--- src/rtl/approx_mul_if.sv ---
// Stream bundle for approx_mul_pipe: operand pairs in, approximate products out.
// Valid/ready: a beat moves on a rising edge only when valid & ready are both 1;
// the producer keeps valid and payload stable until that edge, ready may depend on state.
interface approx_mul_if #(
    parameter int W = 8
) ();
    logic           in_valid;
    logic           in_ready;
    logic [W-1:0]   a;
    logic [W-1:0]   b;
    logic           out_valid;
    logic           out_ready;
    logic [2*W-1:0] prod;

    modport master (
        output in_valid, a, b, out_ready,
        input  in_ready, out_valid, prod
    );

    modport slave (
        input  in_valid, a, b, out_ready,
        output in_ready, out_valid, prod
    );
endinterface

--- src/rtl/approx_mul_pipe.sv ---
// Three-stage quadrant-split approximate multiplier with a per-quadrant mode register
// snapshotted at acceptance; all stages shift together on a single advance enable.
module approx_mul_pipe #(
    parameter int         W       = 8,
    parameter int         T       = 2,
    parameter logic [7:0] CFG_RST = 8'h00
) (
    input  logic             clk,
    input  logic             rst_n,
    input  logic             cfg_we,
    input  logic [7:0]       cfg_data,
    output logic [7:0]       cfg_mode,
    output logic [15:0]      done_cnt,
    approx_mul_if.slave      bus
);
    localparam int         H     = W / 2;
    localparam logic [W-1:0] TMASK = ~((W'(1) << T) - W'(1));
    localparam logic [W-1:0] BIAS  = W'(1) << (T - 1);

    logic           adv;
    logic [7:0]     cfg_mode_q, cfg_mode_d;
    logic [15:0]    done_cnt_q, done_cnt_d;

    logic           s1_valid_q, s1_valid_d;
    logic [W-1:0]   s1_a_q, s1_a_d, s1_b_q, s1_b_d;
    logic [7:0]     s1_mode_q, s1_mode_d;

    logic           s2_valid_q, s2_valid_d;
    logic [W-1:0]   s2_hh_q, s2_hh_d, s2_hl_q, s2_hl_d;
    logic [W-1:0]   s2_lh_q, s2_lh_d, s2_ll_q, s2_ll_d;

    logic           out_valid_q, out_valid_d;
    logic [2*W-1:0] prod_q, prod_d;

    logic [W:0]     mid_sum;
    logic [2*W-1:0] full_sum;

    function automatic logic [W-1:0] quad_mul(input logic [H-1:0] x, input logic [H-1:0] y);
        return {{(W-H){1'b0}}, x} * {{(W-H){1'b0}}, y};
    endfunction

    // Bias is added after truncation; with at least one cleared LSB it cannot overflow.
    function automatic logic [W-1:0] apply_mode(input logic [1:0] m, input logic [W-1:0] p);
        case (m)
            2'b00:   return p;
            2'b01:   return p & TMASK;
            2'b10:   return (p & TMASK) + BIAS;
            default: return '0;
        endcase
    endfunction

    assign adv           = !out_valid_q || bus.out_ready;
    assign bus.in_ready  = adv;
    assign bus.out_valid = out_valid_q;
    assign bus.prod      = prod_q;
    assign cfg_mode      = cfg_mode_q;
    assign done_cnt      = done_cnt_q;

    assign mid_sum  = {1'b0, s2_hl_q} + {1'b0, s2_lh_q};
    assign full_sum = {s2_hh_q, {W{1'b0}}}
                    + ({{(W-1){1'b0}}, mid_sum} << H)
                    + {{W{1'b0}}, s2_ll_q};

    always_comb begin
        cfg_mode_d  = cfg_we ? cfg_data : cfg_mode_q;
        done_cnt_d  = done_cnt_q + {15'd0, out_valid_q && bus.out_ready};

        s1_valid_d  = s1_valid_q;
        s1_a_d      = s1_a_q;
        s1_b_d      = s1_b_q;
        s1_mode_d   = s1_mode_q;
        s2_valid_d  = s2_valid_q;
        s2_hh_d     = s2_hh_q;
        s2_hl_d     = s2_hl_q;
        s2_lh_d     = s2_lh_q;
        s2_ll_d     = s2_ll_q;
        out_valid_d = out_valid_q;
        prod_d      = prod_q;

        if (adv) begin
            s1_valid_d  = bus.in_valid;
            s2_valid_d  = s1_valid_q;
            out_valid_d = s2_valid_q;
            if (bus.in_valid) begin
                s1_a_d    = bus.a;
                s1_b_d    = bus.b;
                s1_mode_d = cfg_mode_q;
            end
            if (s1_valid_q) begin
                s2_hh_d = apply_mode(s1_mode_q[7:6], quad_mul(s1_a_q[W-1:H], s1_b_q[W-1:H]));
                s2_hl_d = apply_mode(s1_mode_q[5:4], quad_mul(s1_a_q[W-1:H], s1_b_q[H-1:0]));
                s2_lh_d = apply_mode(s1_mode_q[3:2], quad_mul(s1_a_q[H-1:0], s1_b_q[W-1:H]));
                s2_ll_d = apply_mode(s1_mode_q[1:0], quad_mul(s1_a_q[H-1:0], s1_b_q[H-1:0]));
            end
            // prod only moves when a real result lands, so it holds across bubbles.
            if (s2_valid_q) begin
                prod_d = full_sum;
            end
        end
    end

    always_ff @(posedge clk) begin
        if (!rst_n) begin
            cfg_mode_q  <= CFG_RST;
            done_cnt_q  <= '0;
            s1_valid_q  <= 1'b0;
            s1_a_q      <= '0;
            s1_b_q      <= '0;
            s1_mode_q   <= '0;
            s2_valid_q  <= 1'b0;
            s2_hh_q     <= '0;
            s2_hl_q     <= '0;
            s2_lh_q     <= '0;
            s2_ll_q     <= '0;
            out_valid_q <= 1'b0;
            prod_q      <= '0;
        end else begin
            cfg_mode_q  <= cfg_mode_d;
            done_cnt_q  <= done_cnt_d;
            s1_valid_q  <= s1_valid_d;
            s1_a_q      <= s1_a_d;
            s1_b_q      <= s1_b_d;
            s1_mode_q   <= s1_mode_d;
            s2_valid_q  <= s2_valid_d;
            s2_hh_q     <= s2_hh_d;
            s2_hl_q     <= s2_hl_d;
            s2_lh_q     <= s2_lh_d;
            s2_ll_q     <= s2_ll_d;
            out_valid_q <= out_valid_d;
            prod_q      <= prod_d;
        end
    end
endmodule

--- src/flat_wrapper.sv ---
// flat-port wrapper written by rule: the top's interface ports become plain ports
module approx_mul_pipe_flat 
#(
    parameter int         W       = 8,
    parameter int         T       = 2,
    parameter logic [7:0] CFG_RST = 8'h00
)
  (clk, rst_n, cfg_we, cfg_data, cfg_mode, done_cnt, bus_in_valid, bus_a, bus_b, bus_out_ready, bus_in_ready, bus_out_valid, bus_prod);
  approx_mul_if #(.W(W)) bus_i ();
  input  logic clk;
  input  logic rst_n;
  input  logic cfg_we;
  input  logic [7:0] cfg_data;
  output logic [7:0] cfg_mode;
  output logic [15:0] done_cnt;
  input wire logic [$bits(bus_i.in_valid)-1:0] bus_in_valid;
  input wire logic [$bits(bus_i.a)-1:0] bus_a;
  input wire logic [$bits(bus_i.b)-1:0] bus_b;
  input wire logic [$bits(bus_i.out_ready)-1:0] bus_out_ready;
  output wire logic [$bits(bus_i.in_ready)-1:0] bus_in_ready;
  output wire logic [$bits(bus_i.out_valid)-1:0] bus_out_valid;
  output wire logic [$bits(bus_i.prod)-1:0] bus_prod;
  assign bus_i.in_valid = bus_in_valid;
  assign bus_i.a = bus_a;
  assign bus_i.b = bus_b;
  assign bus_i.out_ready = bus_out_ready;
  assign bus_in_ready = bus_i.in_ready;
  assign bus_out_valid = bus_i.out_valid;
  assign bus_prod = bus_i.prod;
  approx_mul_pipe #(.W(W), .T(T), .CFG_RST(CFG_RST)) u_core (.clk(clk), .rst_n(rst_n), .cfg_we(cfg_we), .cfg_data(cfg_data), .cfg_mode(cfg_mode), .done_cnt(done_cnt), .bus(bus_i));
endmodule
--- config.mk ---
export PLATFORM = sky130hd
export DESIGN_NAME = approx_mul_pipe_flat
export DESIGN_NICKNAME = d
export VERILOG_FILES = /design/src/rtl/approx_mul_if.sv /design/src/rtl/approx_mul_pipe.sv /design/src/flat_wrapper.sv
export SDC_FILE = /design/constraint.sdc
export NUM_CORES = 1
export LEC_CHECK = 0
export CORE_AREA = 5 5 96 165
export DETAILED_ROUTE_END_ITERATION = 12
export DIE_AREA = 0 0 101 170
export HOLD_SLACK_MARGIN = 0.05
export PLACE_DENSITY = 0.65
export SYNTH_ARGS = -nofsm -noshare
export SYNTH_HDL_FRONTEND = slang
export SYNTH_SLANG_ARGS = --single-unit
--- constraint.sdc ---
create_clock -name clk -period 3.9 [get_ports clk]
set_input_delay 1.17 -clock clk [delete_from_list [all_inputs] [get_ports clk]]
set_output_delay 1.17 -clock clk [all_outputs]
set_load 0.01 [all_outputs]
Yosys cells after proc, flatten, opt, wreduce, memory -nomap -nowiden:

Index checks and enable logic that the tools add are counted.
Widths: inputs -> output; s select.

* bits in registers: 99
* input port bits: 29
* output and inout bits: 42
* logic and storage cells: 47

* $add $sub $neg: 8
* multipliers: 4
* equal/unequal tests: 8
* multiplexer cells: 4
* reduce and logical (&&, ||, !) cells: 10

Operator list (count)
* $pmux 8 s3: 4
* $add 8x2->8 const B: 4
* $mul 4x4->8: 4
* $add 16x1->16: 1
* $add 16x13->16: 1
* $add 16x8->16: 1
* $add 8x8->9: 1
* $eq 2x1->1 const B: 4
* $eq 2x2->1 const B: 4
* $logic_not 2->1: 4
* $reduce_and 2->1: 3
* $logic_and 1x1->1: 1
* $logic_not 1->1: 1
* $logic_or 1x1->1: 1

Depth between registers and ports, before layout:

Gate-level depths: netlist of run 1.

* depth after elaboration: 3
* mapped depth: 14
* mapped depth without buffers: 14

Least setup slack after synthesis of run 1:

OpenSTA, ideal clock, no wires.

* path type: register to register
* start: reg u_core.s1_a_q[4]
* end: reg u_core.s2_hh_q[6]
* setup time: 124 ps
* arrival: 2685 ps
* required time: 3776 ps
* slack: 1091 ps
* stages on the path, launching flop included: 12
* path buffers: 0
* path through: dfxtp_1 > nand2_1 > fa_1 > inv_1 > fa_1 > inv_1 > fa_1 > nor2b_1 > o21ai_0 > and3_1 > o21ai_0 > a21boi_0

* word-level cells in the longest chain between the ends: 3

Ends and longest elaborated chain
* start: declaration: RTL line approx_mul_pipe.sv:25 `logic [W-1:0] s1_a_q, s1_a_d, s1_b_q, s1_b_d;`
* start signal: assignment: RTL line approx_mul_pipe.sv:107 `s1_a_q <= '0;`
* start signal: assignment: RTL line approx_mul_pipe.sv:121 `s1_a_q <= s1_a_d;`
* $mul 4x4->8 (*): RTL line approx_mul_pipe.sv:39 `return {{(W-H){1'b0}}, x} * {{(W-H){1'b0}}, y};`
* $add 8x2->8: RTL line approx_mul_pipe.sv:47 `2'b10: return (p & TMASK) + BIAS;`
* $pmux 8 s3 (*): RTL line approx_mul_pipe.sv:44 `case (m)`
* end signal: assignment: RTL line approx_mul_pipe.sv:125 `s2_hh_q <= s2_hh_d;`
* end: declaration: RTL line approx_mul_pipe.sv:29 `logic [W-1:0] s2_hh_q, s2_hh_d, s2_hl_q, s2_hl_d;`

Every way passes the cells marked *; elsewhere a longest branch is shown, timed or not.
A chain may end at the register's enable or synchronous reset.

Worst setup path after layout of run 1:

* start: in bus_out_ready
* end: out bus_in_ready

* word-level cells in the longest chain between the ends: 1

Ends and longest elaborated chain
* start: declaration: RTL line flat_wrapper.sv:19 `input wire logic [$bits(bus_i.out_ready)-1:0] bus_out_ready;`
* $logic_or 1x1->1: RTL line approx_mul_pipe.sv:52 `assign adv = !out_valid_q || bus.out_ready;`
* end: declaration: RTL line flat_wrapper.sv:20 `output wire logic [$bits(bus_i.in_ready)-1:0] bus_in_ready;`

No other way between the ends.

==> results of run 1 <==
[cell families after synthesis]
| family | after synthesis | synth area share, % |
|---|---|---|
| DFF | 99 | 31.3 |
| xor gates and xnor gates | 33 | 4.56 |
| buffers and inverters | 59 | 3.95 |
| AOI/OAI and AO/OA | 150 | 15.7 |
| muxes | 13 | 2.05 |
| and+or+nand+nor | 288 | 23.6 |
| adders and majority gates | 85 | 18.9 |
[cell usage in the layout, fill, tap and decap left out, drive strengths merged, types with 6 or more instances in the layout]
cell,Yosys,final
xnor2,28,28
o21ai,31,31
buf,14,10
nor2b,27,27
clkbuf,13,9
nor2,17,17
and2,70,70
a21oi,35,35
inv,32,35
nand4,12,12
clkdlybuf4s50,0,69
a21boi,49,49
a21o,6,6
a211oi,6,6
dfxtp,99,99
mux2i,13,13
fa,18,18
nand3,23,23
ha,67,67
and3,9,9
nand2,108,108
[metal layers]
metal | GRT usage, % | vias up | wire [um]
met2 | 33.3 | 76 | 7810
met5 | 0 | - | 0
met1 | 19.2 | 2446 | 5770
met3 | 2.13 | 22 | 385
li1 | - | 2622 | -
met4 | 6.42 | 0 | 378
[cell type report]
cell class	count	area (um2)
clock buffers	9	225
clock inverters	7	93.8
fillers	1314	6770
inverters	32	120
multi-input cells	569	4110
flip-flops and latches	99	1980
well taps	180	225
repair buffers	79	776
[sequential cells by signal, indices dropped and copies added (netlist names)]
name	flops
u_core.bus.out_valid	1
u_core.bus.prod	16
u_core.cfg_mode	8
u_core.done_cnt	16
u_core.s1_a_q	8
u_core.s1_b_q	8
u_core.s1_mode_q	8
u_core.s1_valid_q	1
u_core.s2_hh_q	8
u_core.s2_hl_q	8
u_core.s2_lh_q	8
u_core.s2_ll_q	8
u_core.s2_valid_q	1
[through the flow]
step | cell area [um2] | hold WS, ns | setup slack [ns]
after global placement | 7210 | 0.451 | 0.331
after floorplan | 6340 | 0.441 | 1.09
after global routing | 7530 | 0.495 | 0.251
after CTS | 7530 | 0.473 | 0.301
after detailed placement | 7210 | 0.460 | 0.305
final | 7530 | 0.471 | 0.314
[power groups by stage]
stage	registers [mW]	clock network, mW	logic [mW]
floorplan	1.08	0	0.125
global placement	1.09	0	0.199
detailed placement	1.09	0	0.205
CTS	1.07	0.959	0.206
global route	1.07	0.995	0.227
finish	1.07	0.936	0.203
[worst max path at each step]
stage | start | to | slack [ns] | depth (start not counted)
after floorplan | u_core.s1_a_q[4] | u_core.s2_hh_q[6] | 1.09 | 11
after global placement | bus_out_ready | bus_in_ready | 0.33 | 4
after detailed placement | bus_out_ready | bus_in_ready | 0.30 | 4
after CTS | bus_out_ready | bus_in_ready | 0.30 | 4
after global routing | bus_out_ready | bus_in_ready | 0.25 | 4
final | bus_out_ready | bus_in_ready | 0.31 | 4
[worst reg2reg max path: cells and delay by family, from the launching register on]
| kind | cells | cell delay, ns |
|---|---|---|
| adders and majority gates | 3 | 1.58 |
| AOI/OAI and AO/OA | 3 | 0.38 |
| buffers and inverters | 2 | 0.13 |
| and+or+nand+nor | 3 | 0.46 |
| DFF | 1 | 0.52 |
==> results_dict.tcl, run 1 <==
set metrics [dict create \
    p_leak_nw 3.22 \
    start_util_pct 44.3 \
    yosysTopAreaCellShare_pct 31.3 \
    synth_area_leader_cell "dfxtp_1" \
    path_buf_inv 3 \
    cts_resized 0 \
    syn2layout_area_growth_pct 18.8 \
    antenna_cells 0 \
    clockPowerShare_pct 42.4 \
    min_from "u_core.s2_hl_q[2]" \
    nets 904 \
    synth_edf_count 0 \
    power.total_mw 2.21 \
    synth_area_leaders "dfxtp_1, ha_1, and2_1" \
    reg2reg_to "u_core.s2_ll_q[6]" \
    skew_ns 0.0140 \
    gp_congestion 0.799 \
    start_kind "input port" \
    r2r_slack_ns 0.73 \
    num_vias 5166 \
    power_frac_seq_pct 48.4 \
    synth_ff_type "dfxtp_1" \
    clock.fmax_ghz 0.279 \
    path_cells "clkdlybuf4s50_1, nor2b_2, inv_2, clkdlybuf4s50_1" \
    tns_ns 0 \
    grt_pass1_vias 5264 \
    cts_tree "done" \
    holdPathStages 2 \
    die_y_um 170 \
    coreArea_mm2 0.0143 \
    fin_crit_sh_pct 91.9 \
    cts-root-buf "clkbuf_16" \
    path_class "input port to primary output" \
    ff2ff_path_depth 11 \
    async_flop_share_pct 0 \
    cts_sinks 99 \
    r2r-start "u_core.s1_a_q[0]" \
    ctsHoldBuffers 0 \
    synth_nets 841 \
    fin_crit_ns 3.59 \
    hp-class "flip-flop to flip-flop" \
    max_slew_margin_pct 46.3 \
    cpPeakStageDelay_ns 0.55 \
    die_area_mm2 0.0172 \
    cp_common_cell "clkdlybuf4s50_1" \
    post_cts_buffers 0 \
    initialDrtViolationCount 172 \
    setup_violations 0 \
    viasPerCell 5.30 \
    die_width_um 101 \
    grt_setup_unrepaired "no" \
    cts.path.max_buffers 2 \
    cp_max_fo 7 \
    drive_gt1_share_pct 5.28 \
    p_sw_mw 0.609 \
    min_to "u_core.s2_hl_q[2]" \
    cts_made_buffers 9 \
    wl_per_cell_um 14.7 \
    power.internal_mw 1.60 \
    numPortBuffers 70 \
    maxCapViolCount 0 \
    grt_max_degree 53 \
    ys_seq_elements 99 \
    final_cells 975 \
    drc 0 \
    yosysSeqAreaShare_pct 31.3 \
    hold_viol_final 0 \
    htree_levels 3 \
    combPwrFrac_pct 9.2 \
    antenna_found_initial 0 \
    syn_inst 727 \
    utilization_pct 52.7 \
    cp.arrival_ns 2.42 \
    clk_pin_slew_ns 0.07 \
    gr-total-overflow 0 \
    clk_latency_ns 0.35 \
    drv_slew 0 \
    drt-total-wl_um 14300 \
    yosys-top-cells-count "nand2_1, dfxtp_1, and2_1" \
    row_count 58 \
    synthDistinctLibCells 51 \
    status "complete, no violations" \
    dp_hpwl_um 11500 \
    power_density_mw_per_mm2 294 \
    required_ns 2.73 \
    synthMostInstantiatedCell "nand2_1" \
    dr.pass1.iters 4 \
    worst_path_max_delay_cell "clkdlybuf4s50_1" \
    cpLargestDelayFamily "buffers and inverters" \
    irDropWorstVdd_v 0.000209 \
    syn_avg_cell_area_um2 8.72 \
    worst_pin_slew_ns 0.804 \
    ys_warn_count 0 \
    end_kind "primary output" \
    track_usage_pct 17.4 \
    netlist_area_mm2 0.00634 \
    ant_nets 0 \
    p_sw_share_pct 27.6 \
    place_inst 959 \
    pin_count 71 \
    grt_pass1_wl_um 24600 \
]
Note: power is estimated with default switching activity, not from simulation.
==> run 2: changes to the inputs <==
Clock period 3.9 ns to 4.4 ns, I/O delays scaled along.
==> results_dict.tcl, run 2 (same netlist as run 1, synthesis figures left out) <==
set metrics [dict create \
    setup_violations 0 \
    min_to "u_core.bus.prod[3]" \
    finalInstanceArea_mm2 0.00749 \
    cts_sinks 99 \
    cts-root-buf "clkbuf_16" \
    coreArea_mm2 0.0143 \
    clock.fmax_ghz 0.257 \
    layout_commonest_cell "nand2_1" \
    antenna_cells 0 \
    gp_congestion 0.836 \
    drt-total-wl_um 14100 \
    placed_area_mm2 0.00716 \
    dr.pass1.iters 6 \
    cpLargestDelayFamily "buffers and inverters" \
    track_usage_pct 17.3 \
    fin_crit_ns 3.88 \
    cp_max_fo 7 \
    path_class "input port to primary output" \
    htree_levels 3 \
    place_inst 954 \
    drc 0 \
    cpPeakStageDelay_ns 0.56 \
    nets 899 \
    cts.path.max_buffers 2 \
    grt_pass1_wl_um 24200 \
    drv_slew 0 \
    antenna_found_initial 0 \
    end_kind "primary output" \
    ff2ff_path_depth 11 \
    path_buf_inv 3 \
    initialDrtViolationCount 193 \
    most-common-layout-cells "nand2_1, dfxtp_1, and2_1, clkdlybuf4s50_1, ha_1" \
    r2r_slack_ns 1.11 \
    reg2reg_to "u_core.s2_hh_q[6]" \
    hold_viol_final 0 \
    die_y_um 170 \
    viasPerCell 5.28 \
    start_util_pct 44.3 \
    status "complete, no violations" \
    irDropWorstVdd_v 0.000173 \
    worst_pin_slew_ns 0.816 \
    max_slew_margin_pct 45.4 \
    skew_ns 0.0102 \
    worst_path_max_delay_cell "clkdlybuf4s50_1" \
    cts_tree "done" \
    required_ns 3.08 \
    final_cells 970 \
    cts_made_buffers 9 \
    num_vias 5121 \
    power_density_mw_per_mm2 265 \
    gr-total-overflow 0 \
    setup_slack_ns 0.515 \
    grt_pass1_vias 5303 \
    min_from "u_core.s2_ll_q[3]" \
    path_cells "clkdlybuf4s50_1, nor2b_2, inv_2, clkdlybuf4s50_1" \
    wl_per_cell_um 14.6 \
    ctsHoldBuffers 0 \
    fin_crit_sh_pct 88.3 \
    r2r-start "u_core.s1_b_q[7]" \
    drive_gt1_share_pct 4.68 \
    die_width_um 101 \
    clk_latency_ns 0.35 \
    maxCapViolCount 0 \
    hp-class "flip-flop to flip-flop" \
    ant_nets 0 \
    dp_hpwl_um 11200 \
    grt_max_degree 48 \
    start_kind "input port" \
    tns_ns 0 \
    row_count 58 \
    numPortBuffers 70 \
    pin_count 71 \
    post_cts_buffers 0 \
    die_area_mm2 0.0172 \
    cp.arrival_ns 2.56 \
    grt_setup_unrepaired "no" \
    cts_resized 0 \
    cp_common_cell "clkdlybuf4s50_1" \
    clk_pin_slew_ns 0.08 \
    pre_cts_ws_ns 0.510 \
    syn2layout_area_growth_pct 18.2 \
    holdPathStages 2 \
    p_leak_nw 3.20 \
    utilization_pct 52.4 \
]
run 2: worst max-delay path by stage:
stage | cells past startpoint | end | start | slack, ns
detailed placement | 4 | bus_in_ready | bus_out_ready | 0.51
CTS | 4 | bus_in_ready | bus_out_ready | 0.51
floorplan | 2 | bus_in_ready | bus_out_ready | 1.52
finish | 4 | bus_in_ready | bus_out_ready | 0.52
global placement | 4 | bus_in_ready | bus_out_ready | 0.53
global route | 4 | bus_in_ready | bus_out_ready | 0.47
run 2: layout make-up:
class	count	area, um2
fill	1341	6810
clock inverter	7	106
inverter	32	120
sequential	99	1980
multi-input combinational	569	4110
tap	180	225
clock buffer	9	225
timing repair buffer	74	726
run 2: metrics by stage:
step | power, mW | hold WS, ns
2_1_floorplan | 1.07 | 0.441
3_3_place_gp | 1.14 | 0.453
3_5_place_dp | 1.14 | 0.459
4_1_cts | 2.01 | 0.466
5_1_grt | 2.07 | 0.490
6_report | 1.98 | 0.467
run 2: tightest hold or removal path, stage by stage (launching register included):
cell	delay, ns
dfxtp_1	0.32
nand2_1	0.05
a21boi_0	0.06
run 2: report_power, final:
| part | internal (mW) | total (mW) | switching (mW) |
|---|---|---|---|
| registers | 0.917 | 0.950 | 0.0332 |
| clock network | 0.462 | 0.862 | 0.400 |
| logic | 0.0837 | 0.172 | 0.0880 |
| total | 1.46 | 1.98 | 0.521 |
run 2: layer usage:
| metal | track usage (%) | up-vias | part of all wire, % | wire, um |
|---|---|---|---|---|
| met5 | 0 | - | 0 | 0 |
| met4 | 7.41 | 0 | 3.4 | 475 |
| li1 | - | 2608 | - | - |
| met3 | 2.58 | 34 | 3.1 | 435 |
| met1 | 18.2 | 2389 | 39 | 5460 |
| met2 | 33.1 | 90 | 55 | 7760 |
